--- src/rtl/fizzbuzz_pkg.sv ---
// Shared character codes and line geometry for the FizzBuzz text path
// (sequencer, chars ROM, char mux).
package fizzbuzz_pkg;
    localparam int NCHARS = 8;

    localparam logic [3:0] CH_F     = 4'd10;
    localparam logic [3:0] CH_I     = 4'd11;
    localparam logic [3:0] CH_Z     = 4'd12;
    localparam logic [3:0] CH_B     = 4'd13;
    localparam logic [3:0] CH_U     = 4'd14;
    localparam logic [3:0] CH_BLANK = 4'd15;

    // Character in slot k of a text row: "Fizz", "Buzz" or "FizzBuzz", blank elsewhere.
    function automatic logic [3:0] text_char(input int k, input logic fz, input logic bz);
        logic [3:0] c;
        int         p;
        c = CH_BLANK;
        p = fz ? k - 4 : k;
        if (fz && k >= 0 && k < 4) begin
            case (k)
                0:       c = CH_F;
                1:       c = CH_I;
                default: c = CH_Z;
            endcase
        end else if (bz && p >= 0 && p < 4) begin
            case (p)
                0:       c = CH_B;
                1:       c = CH_U;
                default: c = CH_Z;
            endcase
        end
        return c;
    endfunction
endpackage

--- src/rtl/bcd_inc.sv ---
// Combinational NDIGITS-wide BCD increment; cout set when every digit was 9.
module bcd_inc #(
    parameter int NDIGITS = 4
) (
    input  logic [NDIGITS-1:0][3:0] d,
    output logic [NDIGITS-1:0][3:0] q,
    output logic                    cout
);
    logic [NDIGITS:0] c;

    assign c[0] = 1'b1;

    for (genvar i = 0; i < NDIGITS; i++) begin : g_dig
        assign q[i]   = c[i] ? ((d[i] == 4'd9) ? 4'd0 : d[i] + 4'd1) : d[i];
        assign c[i+1] = c[i] & (d[i] == 4'd9);
    end

    assign cout = c[NDIGITS];
endmodule

--- src/rtl/fizzbuzz_seq.sv ---
// FizzBuzz row source: BCD count with mod-3/mod-5 trackers, left-aligned
// formatter and registered line/isnum/led outputs.
module fizzbuzz_seq
    import fizzbuzz_pkg::*;
#(
    parameter int NDIGITS = 4,
    parameter int NCH     = NCHARS
) (
    input  logic              clk,
    input  logic              rst,
    input  logic              restart,
    input  logic              next,
    output logic [4*NCH-1:0]  line,
    output logic              isnum,
    output logic [7:0]        led
);
    logic [NDIGITS-1:0][3:0] cnt, cnt_inc, cnt_n;
    logic [1:0]              mod3, mod3_n;
    logic [2:0]              mod5, mod5_n;
    logic                    wrap, upd;
    logic [NCH-1:0][3:0]     line_n;
    logic                    isnum_n;
    logic [7:0]              led_n;
    int                      msd;

    bcd_inc #(.NDIGITS(NDIGITS)) u_inc (
        .d    (cnt),
        .q    (cnt_inc),
        .cout (wrap)
    );

    // Reset, restart and wrap all reload the sequence at 1 through the same path,
    // so the formatter produces the row-1 outputs for every one of them.
    always_comb begin
        cnt_n  = cnt;
        mod3_n = mod3;
        mod5_n = mod5;
        upd    = 1'b0;
        if (rst || restart || (next && wrap)) begin
            cnt_n    = '0;
            cnt_n[0] = 4'd1;
            mod3_n   = 2'd1;
            mod5_n   = 3'd1;
            upd      = 1'b1;
        end else if (next) begin
            cnt_n  = cnt_inc;
            mod3_n = (mod3 == 2'd2) ? 2'd0 : mod3 + 2'd1;
            mod5_n = (mod5 == 3'd4) ? 3'd0 : mod5 + 3'd1;
            upd    = 1'b1;
        end
    end

    always_comb begin
        msd = 0;
        for (int i = 0; i < NDIGITS; i++)
            if (cnt_n[i] != 4'd0) msd = i;

        isnum_n = !((mod3_n == 2'd0) || (mod5_n == 3'd0));
        for (int k = 0; k < NCH; k++) begin
            line_n[k] = CH_BLANK;
            if (isnum_n) begin
                for (int j = 0; j < NDIGITS; j++)
                    if (k <= msd && j == msd - k) line_n[k] = cnt_n[j];
            end else begin
                line_n[k] = text_char(k, mod3_n == 2'd0, mod5_n == 3'd0);
            end
        end
    end

    if (NDIGITS > 1) begin : g_led2
        assign led_n = {cnt_n[1], cnt_n[0]};
    end else begin : g_led1
        assign led_n = {4'd0, cnt_n[0]};
    end

    always_ff @(posedge clk) begin
        if (upd) begin
            cnt   <= cnt_n;
            mod3  <= mod3_n;
            mod5  <= mod5_n;
            line  <= line_n;
            isnum <= isnum_n;
            led   <= led_n;
        end
    end
endmodule

--- config.mk ---
export PLATFORM = sky130hd
export DESIGN_NAME = fizzbuzz_seq
export DESIGN_NICKNAME = d
export VERILOG_FILES = /design/src/rtl/fizzbuzz_pkg.sv /design/src/rtl/bcd_inc.sv /design/src/rtl/fizzbuzz_seq.sv
export SDC_FILE = /design/constraint.sdc
export NUM_CORES = 1
export LEC_CHECK = 0
export ABC_CLOCK_PERIOD_IN_PS = 5850
export BUFFER_PORTS_ARGS = -buffer_cell sky130_fd_sc_hd__buf_2
export CELL_PAD_IN_SITES_DETAIL_PLACEMENT = 1
export CELL_PAD_IN_SITES_GLOBAL_PLACEMENT = 1
export CORE_ASPECT_RATIO = 0.8
export CORE_UTILIZATION = 47
export DETAILED_ROUTE_END_ITERATION = 16
export PLACE_DENSITY_LB_ADDON = 0.3
export SYNTH_ARGS = -nofsm -noshare
export SYNTH_HDL_FRONTEND = slang
export SYNTH_SLANG_ARGS = --single-unit
--- constraint.sdc ---
create_clock -name clk -period 5.85 [get_ports clk]
set_input_delay 0.2925 -clock clk [delete_from_list [all_inputs] [get_ports clk]]
set_output_delay 0.2925 -clock clk [all_outputs]
set_load 0.02 [all_outputs]
---- Yosys cells after proc, flatten, opt, wreduce, memory -nomap -nowiden ----
Cells that the tools add are included.
storage, ports and cells
  flip-flop bits (word level) ............. 62
  input port bits ......................... 4
  output and inout port bits .............. 41
  logic and storage cells ................. 249
cells by class
  add/sub/neg operators ................... 13
  $lt $le $gt $ge ......................... 24
  eq/ne operators ......................... 38
  multiplexer cells ....................... 88
  bitwise logic cells ..................... 3
  reduce and logical (&&, ||, !) cells .... 74
operators by type and width
  cell                                                  count
  equality test 3 x 32 -> 1 bit, first input constant   16
  zero test 32 bit                                      16
  equality test 2 x 32 -> 1 bit, first input constant   8
  two-way mux 32 bit                                    6
  two-way mux 4 bit                                     47
  equality test 32 x 1 -> 1 bit, second input constant  4
  >= comparator 32 x 1 -> 1 bit, second input constant  4
  <= comparator 4 x 32 -> 1 bit, first input constant   4
  < comparator 32 x 4 -> 1 bit, second input constant   4
  subtractor 32 x 4 -> 32 bit, second input constant    4
  <= comparator 3 x 32 -> 1 bit, first input constant   2
  subtractor 32 x 3 -> 32 bit, second input constant    2
  logical AND 1 bit                                     49
  <= comparator 1 x 32 -> 1 bit, first input constant   1
  <= comparator 2 x 32 -> 1 bit, first input constant   1
  two-way mux 16 bit                                    2
  case mux 2 bit (2 select lines)                       8
  subtractor 32 x 2 -> 32 bit, second input constant    1
  two-way mux 3 bit                                     9
  two-way mux 2 bit                                     13
  adder 4 x 1 -> 4 bit, second input constant           4
  equality test 4 bit, second input constant            4
  equality test 3 x 1 -> 1 bit, second input constant   4
  >= comparator 3 x 1 -> 1 bit, second input constant   4
  other kinds (12)                                      23

---- Longest topological paths before layout ----
Gate-level depths: netlist of run 1.
  depth after elaboration ................. 19
  gate-level depth with buffers ........... 8
  depth with buffers taken out ............ 8

---- Modules after synthesis ----
From an unflattened synthesis of run 1, not the netlist that was laid out.
unflattened totals
  cells, all modules ...................... 292
  area, all modules ....................... 2793.9 sq um
by module, submodules not included
  module        instances  cells an instance  area each (sq um)  sequential area each (sq um)
  fizzbuzz_seq  1          234                2393.5             1201.2
  bcd_inc       1          58                 400.4              0.0

---- Least setup slack after synthesis of run 1 ----
Ideal clock, no wire load.
  path type ............................... reg-to-reg
  start ................................... register led[1] (netlist name)
  end ..................................... register cnt[10] in the netlist's numbering, enable pin
  setup time .............................. 0.404 ns
  data arrival time ....................... 2.744 ns
  data required time ...................... 5.446 ns
  setup slack ............................. 2.703 ns
  stages on the path, launching flop included .. 6
  buffers on the path ..................... 1
  period minus slack after synthesis ...... 3.147 ns
  cell sequence ........................... edfxtp_1 nand3b_1 nor4_4 a31oi_2 clkbuf_1 nand2b_1
RTL lines
  item                  line                source
  end signal, assigned  fizzbuzz_seq.sv:78  cnt <= cnt_n;
  end, declared         fizzbuzz_seq.sv:17  logic [NDIGITS-1:0][3:0] cnt, cnt_inc, cnt_n;

==> results of run 1 <==
cell families after synthesis:
| logic type | after synthesis |
|---|---|
| simple gates | 120 |
| mux | 5 |
| buf+inv | 46 |
| compound gates | 83 |
| xor+xnor | 10 |
| fa+ha+maj | 2 |
| other cells | 1 |
| flops | 40 |
flip-flops by register name, indices dropped and copies added, names as in the netlist:
signal  count
line       18
mod3        2
led         8
mod5        3
cnt         8
isnum       1
power by group through the flow:
stage	sequential (µW)	clock [µW]	combinational, µW
6_report	365	179	157
3_3_place_gp	369	0	152
4_1_cts	365	182	157
5_1_grt	368	193	170
3_5_place_dp	371	0	156
2_1_floorplan	379	0	111
worst max-delay path by stage:
stage,from,end,slack [ps],depth (start not counted)
2_1_floorplan,led[1]$_DFFE_PP_,cnt[10]$_DFFE_PP_,2700,5
3_3_place_gp,next,led[6]$_DFFE_PP_,2700,5
3_5_place_dp,next,cnt[10]$_DFFE_PP_,2550,5
4_1_cts,led[1]$_DFFE_PP_,line[4]$_DFFE_PP_,2590,4
5_1_grt,led[1]$_DFFE_PP_,line[1]$_DFFE_PP_,2370,6
6_report,led[1]$_DFFE_PP_,cnt[9]$_DFFE_PP_,2560,4
layout by cell type (no fill, tap or decap), types with 4 or more instances in the layout:
cell and n:
a211oi_1 5, a21oi_1 17, and2_1 6, and3_1 6
buf_2 36, clkbuf_8 5, conb_1 9, edfxtp_1 40
inv_1 8, mux2i_1 4, nand2_1 19, nand2b_1 6
nand3_1 5, nand3b_1 6, nor2_1 34, nor2b_1 6
nor3_1 6, o21ai_0 15, o21ai_1 4, xnor2_1 7
final cells by class:
cell class	count	area, µm²
clock inverters	1	3.75
repair buffers	36	180
multi-input cells	229	1470
well taps	81	101
inverters	8	30.0
flip-flops and latches	40	1200
clock buffers	7	76.3
fillers	717	2880
metrics by stage:
stage / worst slack (ps) / hold slack [ps] / cells / area (µm²)
2_1_floorplan: 2700 / 582 / 315 / 2940
3_3_place_gp: 2700 / 632 / 394 / 2980
6_report: 2560 / 565 / 402 / 3060
3_5_place_dp: 2550 / 644 / 394 / 2980
5_1_grt: 2370 / 599 / 402 / 3060
4_1_cts: 2590 / 565 / 402 / 3060
critical path, stage by stage (launching register included):
cell and delay [ps]:
edfxtp_1 500, nand3b_1 500, nor4_4 600, a31oi_2 420
nand2b_2 870
layer usage:
layer  GRT usage [%]  up-vias
li1                -     1138
met1            34.8     1174
met2            39.8       66
met3            3.98       11
met4            7.71        0
met5               0        -
==> flow_metrics.py, run 1 <==
metrics = {
    "synth": {
        "muxShareOfSynthArea_pct": 1.76,
        "yosys-top-cells-area": "edfxtp_1 (41%), buf_4 (5.9%), nor2_1 (4.4%), a21oi_1 (2.9%), o21ai_0 (2.6%)",
        "syn_area_um2": 2910,
        "synthAdderAreaFrac_pct": 0.860,
        "yosys_warnings": 0,
        "syn_inst": 307,
        "synth_most_common_cell": "edfxtp_1",
        "synth-compound-area-share_pct": 20.6,
        "synth_top_area_cell": "edfxtp_1",
        "yosys.area.top_type_share_pct": 41.3,
        "synth_top_family_by_area": "simple AND/OR/NAND/NOR gates",
        "synthFlopType": "edfxtp_1",
        "ys_types": 67,
        "synth-edff-count": 40,
        "yosys.area_share.simple_pct": 23.1,
        "ys_seq_area_share_pct": 41.3,
        "async_reset_ff_share_pct": 0,
        "synthXorXnorAreaFrac_pct": 3.01,
        "post_synth_most_frequent_cells": "edfxtp_1 (40), nor2_1 (34), buf_4 (23)",
        "ys_ff_latch": 40,
        "avgSynthCellArea_um2": 9.48,
    },
    "floorplan": {
        "dieArea_um2": 6510,
        "die_h_um": 72.4,
        "top_level_ports": 45,
        "core-area_um2": 5940,
        "rows": 25,
        "start_util_pct": 48.9,
        "die_w_um": 90.0,
    },
    "layout": {
        "num_antenna_cells": 0,
        "area_delta_synth_final_pct": 5.33,
        "drive_above_1_share_pct": 17.8,
        "final_util_pct": 51.6,
        "nets": 326,
    },
    "drt": {
        "finalWirelength_um": 7760,
        "wl_per_cell_um": 19.3,
        "viasPerCell": 5.94,
        "wl_met1_um": 3570,
        "drt-initial-drc-count": 207,
        "drc": 0,
        "vias": 2389,
        "wl_met3_um": 449,
        "ant_nets": 0,
        "routed.top_layer": "met4",
        "route.met2.wl_um": 3610,
        "firstDrtPassIters": 4,
    },
    "critical_path": {
        "reg2reg_from": "led[1]$_DFFE_PP_",
        "rrSetupSlack_ps": 2560,
        "path_class": "reg -> reg",
        "cp_max_fo": 40,
        "crit_required_ps": 5760,
        "crit_path_end_kind": "register",
        "arrival_ps": 3200,
        "reg2regPathDepth": 4,
        "start_kind": "register",
        "worstReg2RegEnd": "cnt[9]$_DFFE_PP_",
    },
    "timing": {
        "setup-tns-final_ps": 0,
        "fin_skew_ps": 13.9,
        "period_needed_ps": 3290,
        "slew_headroom_pct": 32.2,
        "hold_violations": 0,
        "setup_viol": 0,
        "fmax_ghz": 0.304,
        "worstMarginPinSlew_ps": 1020,
        "slew_viol_final": 0,
        "finalCritPeriodShare_pct": 56.2,
        "grt_setup_unrepaired": "false",
    },
    "clock_network": {
        "cts_inserted_buffers": 5,
        "ctsHoldBuffers": 0,
        "clk_pin_slew_ps": 70,
        "post-cts-setup-buffer-count": 0,
        "cts_tree": "done",
        "cts-root-buf": "clkbuf_8",
        "post_cts_resized": 0,
        "htreeDepth": 2,
        "cts.sinks": 40,
        "clkLatencyLatePin_ps": 300,
        "cts_buffer_depth": 2,
    },
    "pwr": {
        "irDropWorstVdd_uv": 154,
        "totalPowerFinal_uw": 701,
        "seqPwrFrac_pct": 52.0,
        "clockPowerShare_pct": 25.6,
        "p_per_area_nw_per_um2": 229,
        "p_int_uw": 477,
        "swShare_pct": 32.0,
        "p_leak_uw": 0.00114,
        "share_comb_of_total_power_pct": 22.4,
        "p_sw_uw": 224,
    },
    "placed_design": {
        "port_buffers": 36,
        "gp_congestion": 0.874,
        "post-dp-hpwl_um": 5690,
    },
    "grt": {
        "grt_pass1_wl_um": 12400,
        "grt_overflow": 0,
        "grtUsageTotal_pct": 24.8,
        "grt_max_degree": 41,
        "antenna_found_initial": 0,
        "grt_pass1_vias": 2356,
    },
    "worst_hold_path": {
        "hp-class": "in -> reg",
        "whs_path_depth": 2,
        "worstHoldStart": "next",
        "whs_endpoint": "mod5[0]$_DFFE_PP_",
    },
    "status": {
        "outcome": "finished, final reports clean",
    },
    "job": {
        "maxCapViolations": 0,
    },
}
Note: power is estimated with default switching activity, not from simulation.
==> inputs of run 2 (changes only) <==
Settings changed: ABC_AREA set to 1, ABC_CLOCK_PERIOD_IN_PS 5850 to 3300, CORE_UTILIZATION 47 to 42.
Clock period 5.85 ns to 3.3 ns, I/O delays scaled along.
==> flow_metrics.py, run 2 <==
metrics = {
    "status": {
        "outcome": "finished, final reports clean",
    },
    "critical_path": {
        "slowest_delay_ps": 580,
        "arrival_ps": 2750,
        "cp_max_fo": 11,
        "crit_required_ps": 3360,
        "cpMostUsedCell": "nand2_1",
        "reg2regPathDepth": 11,
        "reg2reg_from": "cnt[8]$_DFFE_PP_",
        "cp_num_buf_inv": 1,
        "cp_slowest_cell": "nor2_1",
        "path_class": "reg -> reg",
        "endpoint": "line[9]$_DFFE_PP_",
        "crit_chain": "nand2_1, nor2_4, nand3_4, nor2_2, nor2_1, nand3_1, nand3b_4, nand2_1, inv_2, o21ai_0, a21oi_1",
        "start_kind": "register",
        "rrSetupSlack_ps": 610,
        "cp.depth": 11,
        "crit_path_start": "cnt[8]$_DFFE_PP_",
        "worstReg2RegEnd": "line[9]$_DFFE_PP_",
        "crit_path_end_kind": "register",
        "cp_top_family": "simple AND/OR/NAND/NOR gates",
    },
    "grt": {
        "grt_overflow": 0,
        "grtUsageTotal_pct": 20.5,
        "grt_pass1_vias": 2069,
        "antenna_found_initial": 0,
        "grt_max_degree": 35,
        "grt_pass1_wl_um": 10300,
    },
    "synth": {
        "yosys_warnings": 0,
        "ys_seq_area_share_pct": 45.9,
        "syn_area_um2": 2620,
        "synth_top_area_cell": "edfxtp_1",
        "synth_most_common_cell": "nand2_1",
        "avgSynthCellArea_um2": 8.36,
        "post_synth_most_frequent_cells": "nand2_1 (72), inv_1 (43), edfxtp_1 (40)",
        "async_reset_ff_share_pct": 0,
        "ys_ff_latch": 40,
        "synthFlopType": "edfxtp_1",
        "yosys-top-cells-area": "edfxtp_1 (46%), nand2_1 (10%), buf_4 (6.6%), inv_1 (6.2%), nand3_1 (4.6%)",
        "ys_types": 31,
        "yosys.area.top_type_share_pct": 45.9,
        "synth-edff-count": 40,
        "syn_inst": 313,
    },
    "worst_hold_path": {
        "whs_path_depth": 4,
        "hp-class": "in -> reg",
    },
    "pwr": {
        "p_per_area_nw_per_um2": 449,
        "totalPowerFinal_uw": 1290,
        "p_leak_uw": 0.00130,
        "irDropWorstVdd_uv": 234,
    },
    "timing": {
        "slew_headroom_pct": 48.4,
        "setup-tns-final_ps": 0,
        "grt_setup_unrepaired": "false",
        "finalWorstSetupSlack_ps": 608,
        "fin_skew_ps": 7.26,
        "fmax_ghz": 0.371,
        "slew_viol_final": 0,
        "whs_ps": 371,
        "worstMarginPinSlew_ps": 771,
        "setup_viol": 0,
        "finalCritPeriodShare_pct": 81.6,
        "hold_violations": 0,
        "period_needed_ps": 2690,
    },
    "drt": {
        "vias": 2101,
        "firstDrtPassIters": 4,
        "drc": 0,
        "ant_nets": 0,
        "viasPerCell": 4.96,
        "finalWirelength_um": 6350,
        "drt-initial-drc-count": 74,
        "wl_per_cell_um": 15.0,
    },
    "clock_network": {
        "cts.sinks": 40,
        "cts-root-buf": "clkbuf_8",
        "htreeDepth": 2,
        "post-cts-setup-buffer-count": 0,
        "post_cts_resized": 0,
        "clk_pin_slew_ps": 80,
        "ctsHoldBuffers": 0,
        "clkLatencyLatePin_ps": 300,
        "cts_inserted_buffers": 5,
        "cts_buffer_depth": 2,
        "cts_tree": "done",
    },
    "layout": {
        "nets": 348,
        "final_area_um2": 2860,
        "largest_reg_flops": 18,
        "layout_commonest_cell": "nand2_1",
        "largest_register": "line",
        "layout_common_cells": "nand2_1 (72), inv_1 (43), edfxtp_1 (40), buf_2 (36), nor2_1 (28)",
        "nFillCells": 749,
        "reg_top3": "line x18, cnt x8, led x8",
        "area_delta_synth_final_pct": 9.42,
        "drive_above_1_share_pct": 23.9,
        "num_antenna_cells": 0,
    },
    "floorplan": {
        "top_level_ports": 45,
        "rows": 25,
        "dieArea_um2": 6550,
        "die_w_um": 90.3,
        "start_util_pct": 43.8,
        "core-area_um2": 5970,
        "die_h_um": 72.6,
    },
    "placed_design": {
        "place_area_um2": 2750,
        "gp_congestion": 0.836,
        "post-dp-hpwl_um": 4700,
        "post-place-ws_ps": 626,
        "port_buffers": 36,
    },
    "job": {
        "maxCapViolations": 0,
    },
}
==> run 2: cell types whose count changed after synthesis, moves of 6 or more <==
cell      previous run  this run
nand2_1             19        72
inv_1                8        43
nand3_1              5        24
clkbuf_1            11         0
nand2_2              0        11
nand2b_1             7         0
xnor2_1              7         0
and2_1               6         0
and3_1               6         0
nand3b_1             6         0
nor2_1              34        28
nor2b_1              6         0
nor3_1               6         0
==> run 2: cell families after synthesis <==
logic type / synth area share [%]
and+or+nand+nor: 30.7
AOI/OAI and AO/OA: 7.55
DFF: 45.9
adders and majority gates: 0.956
other: 0.143
buffers and inverters: 14.7
==> run 2: worst register-to-register path, delay by kind of cell, from the launching register on <==
kind	cells	cell delay, ps
and+or+nand+nor	8	1660
DFF	1	520
buffers and inverters	1	110
AOI/OAI and AO/OA	2	170
==> run 2: metrics by stage <==
stage          cells  util, %
2_1_floorplan    321        -
4_1_cts          424     47.9
3_3_place_gp     416     46.1
6_report         424     47.9
3_5_place_dp     416     46.1
5_1_grt          424     47.9
==> run 2: area by class of cell <==
cell class | count | area, µm² | area share, %
Clock buffer | 5 | 68.8 | 2.40
Clock inverter | 3 | 42.5 | 1.49
Sequential cell | 40 | 1200 | 41.9
Multi-Input combinational cell | 208 | 1060 | 37.0
Timing Repair Buffer | 40 | 210 | 7.34
Tap cell | 81 | 101 | 3.54
Inverter | 47 | 179 | 6.25
==> run 2: how the worst min path moves through the flow <==
stage,startpoint,endpoint,slack (ps)
2_1_floorplan,rst,mod3[0]$_DFFE_PP_,530
3_3_place_gp,line[9]$_DFFE_PP_,line[9],610
6_report,next,mod3[0]$_DFFE_PP_,370
5_1_grt,next,mod3[0]$_DFFE_PP_,390
3_5_place_dp,line[3]$_SDFFCE_PN1P_,line[3],610
4_1_cts,next,mod3[0]$_DFFE_PP_,370
==> run 2: per-layer routing <==
metal,wire (µm),global-route usage (%),share of wire (%)
met3,346,3.75,5.4
met4,59,7.53,0.93
met5,0,0,0
met1,3080,28.5,49
met2,2860,32.5,45
==> run 2: power by group <==
| part | internal, µW | switching [µW] | leakage (µW) |
|---|---|---|---|
| registers | 611 | 23.8 | 0.000414 |
| clock network | 224 | 185 | 0.0000558 |
| logic | 71.4 | 170 | 0.000835 |
| total | 907 | 379 | 0.00130 |
==> inputs of run 3 (changes only) <==
Settings changed: ABC_CLOCK_PERIOD_IN_PS 3300 to 2230, CORE_UTILIZATION 42 to 38.
Clock period 3.3 ns to 2.23 ns, I/O delays scaled along.
==> flow_metrics.py, run 3 (same netlist as run 2, synthesis figures left out) <==
metrics = {
    "status": {
        "outcome": "finished, violations left",
        "violations": "negative setup slack",
    },
    "drt": {
        "ant_nets": 0,
        "vias": 2644,
        "finalWirelength_um": 9710,
        "drc": 0,
        "viasPerCell": 5.11,
        "wl_per_cell_um": 18.8,
        "drt-initial-drc-count": 223,
        "firstDrtPassIters": 4,
    },
    "timing": {
        "finalCritPeriodShare_pct": 106,
        "grt_setup_unrepaired": "true",
        "slew_viol_final": 0,
        "finalWorstSetupSlack_ps": -143,
        "fin_skew_ps": 8.36,
        "period_needed_ps": 2370,
        "hold_violations": 0,
        "setup_viol": 12,
        "setup-tns-final_ps": -1050,
        "fmax_ghz": 0.421,
    },
    "floorplan": {
        "rows": 26,
        "core-area_um2": 6510,
        "top_level_ports": 45,
        "dieArea_um2": 7230,
        "start_util_pct": 40.2,
        "die_w_um": 94.8,
        "die_h_um": 76.2,
    },
    "layout": {
        "layout_common_cells": "buf_4 (81), nand2_1 (51), edfxtp_1 (40), buf_2 (36), inv_1 (35)",
        "drive_above_1_share_pct": 53.1,
        "reg_top3": "line x18, cnt x8, led x8",
        "largest_reg_flops": 18,
        "final_area_um2": 3830,
        "fin_cells": 517,
        "area_delta_synth_final_pct": 46.5,
        "nets": 438,
        "layout_commonest_cell": "buf_4",
        "largest_register": "line",
        "num_antenna_cells": 0,
    },
    "grt": {
        "grtUsageTotal_pct": 24.0,
        "grt_overflow": 0,
        "antenna_found_initial": 0,
        "grt_pass1_wl_um": 13300,
        "grt_pass1_vias": 2743,
        "grt_max_degree": 38,
    },
    "placed_design": {
        "post-dp-hpwl_um": 5850,
        "place_area_um2": 3220,
        "dp.cells": 479,
        "gp_congestion": 0.887,
        "post-place-ws_ps": -209,
        "port_buffers": 36,
    },
    "pwr": {
        "p_leak_uw": 0.00179,
        "totalPowerFinal_uw": 2010,
        "p_per_area_nw_per_um2": 523,
        "irDropWorstVdd_uv": 337,
    },
    "critical_path": {
        "crit_required_ps": 2290,
        "start_kind": "register",
        "arrival_ps": 2430,
        "crit_path_end_kind": "register",
        "cp_max_fo": 6,
        "path_class": "reg -> reg",
    },
    "clock_network": {
        "clk_pin_slew_ps": 90,
        "clkLatencyLatePin_ps": 300,
        "ctsHoldBuffers": 0,
        "htreeDepth": 2,
        "cts-root-buf": "clkbuf_8",
        "cts.sinks": 40,
        "cts_tree": "done",
        "cts_inserted_buffers": 5,
        "cts_buffer_depth": 2,
    },
    "job": {
        "maxCapViolations": 0,
    },
    "worst_hold_path": {
        "hp-class": "in -> reg",
    },
}
-- run 3: changes by cell type in the layout (fill, tap and decap cells not counted), sizes merged --
cell / previous run / this run
buf: 40 / 130
bufinv: 1 / 0
inv: 47 / 46
clkinv: 2 / 4
-- run 3: what timing repair did --
item                                    CTS  global route
endpoints found under the hold margin     0             0
gates cloned                              1             0
resized for setup                        31            65
setup buffers                            10            22
endpoints found under the setup margin   18            17
pin swaps                                15            30
-- run 3: final timing paths --
check / start / to / slack, ps / cells past startpoint
worst max register to register: led[6]$_DFFE_PP_ / line[3]$_SDFFCE_PN1P_ / -140 / 16
worst min-delay path: rst / mod5[0]$_DFFE_PP_ / 340 / 5
worst min register to register: mod5[0]$_DFFE_PP_ / mod5[0]$_DFFE_PP_ / 690 / 2
worst max-delay path: led[6]$_DFFE_PP_ / line[3]$_SDFFCE_PN1P_ / -140 / 16
-- run 3: worst max-delay path, stage by stage, from the launching register on --
cell and delay, ps:
edfxtp_1 460, inv_2 130, nand2_4 70, nor2_4 170, nand2_2 100, buf_4 170, nor2_1 120, nand2_1 110
nand2_2 90, nand2_2 80, nand2_4 120, nor2_8 60, buf_6 130, nand4_1 80, o21ai_1 110, nand2_1 80
nand3_1 60
-- run 3: power by group --
part | internal, µW | leakage (µW) | switching (µW)
sequential | 904 | 0.000414 | 30.7
clock | 218 | 0.0000479 | 273
combinational | 231 | 0.00133 | 349
-- run 3: layout make-up --
class / instances / area, µm²
repair buffers: 130 / 961
clock inverters: 3 / 18.8
well taps: 84 / 105
multi-input cells: 208 / 1290
clock buffers: 5 / 68.8
flip-flops and latches: 40 / 1200
fillers: 790 / 2670
inverters: 47 / 194
-- run 3: layer usage --
metal	wire (µm)	vias up	share of wire [%]	global-route usage (%)
met5	0	-	0	0
met4	249	0	2.6	7.12
met1	4090	1295	42	31.7
li1	-	1227	-	-
met3	543	25	5.6	4.49
met2	4830	97	50	39.7
-- run 3: stage by stage --
stage / utilization (%) / hold slack (ps)
5_1_grt: 58.9 / 398
3_3_place_gp: 49.5 / 558
3_5_place_dp: 49.5 / 557
4_1_cts: 54.0 / 328
2_1_floorplan: - / 480
6_report: 58.9 / 339
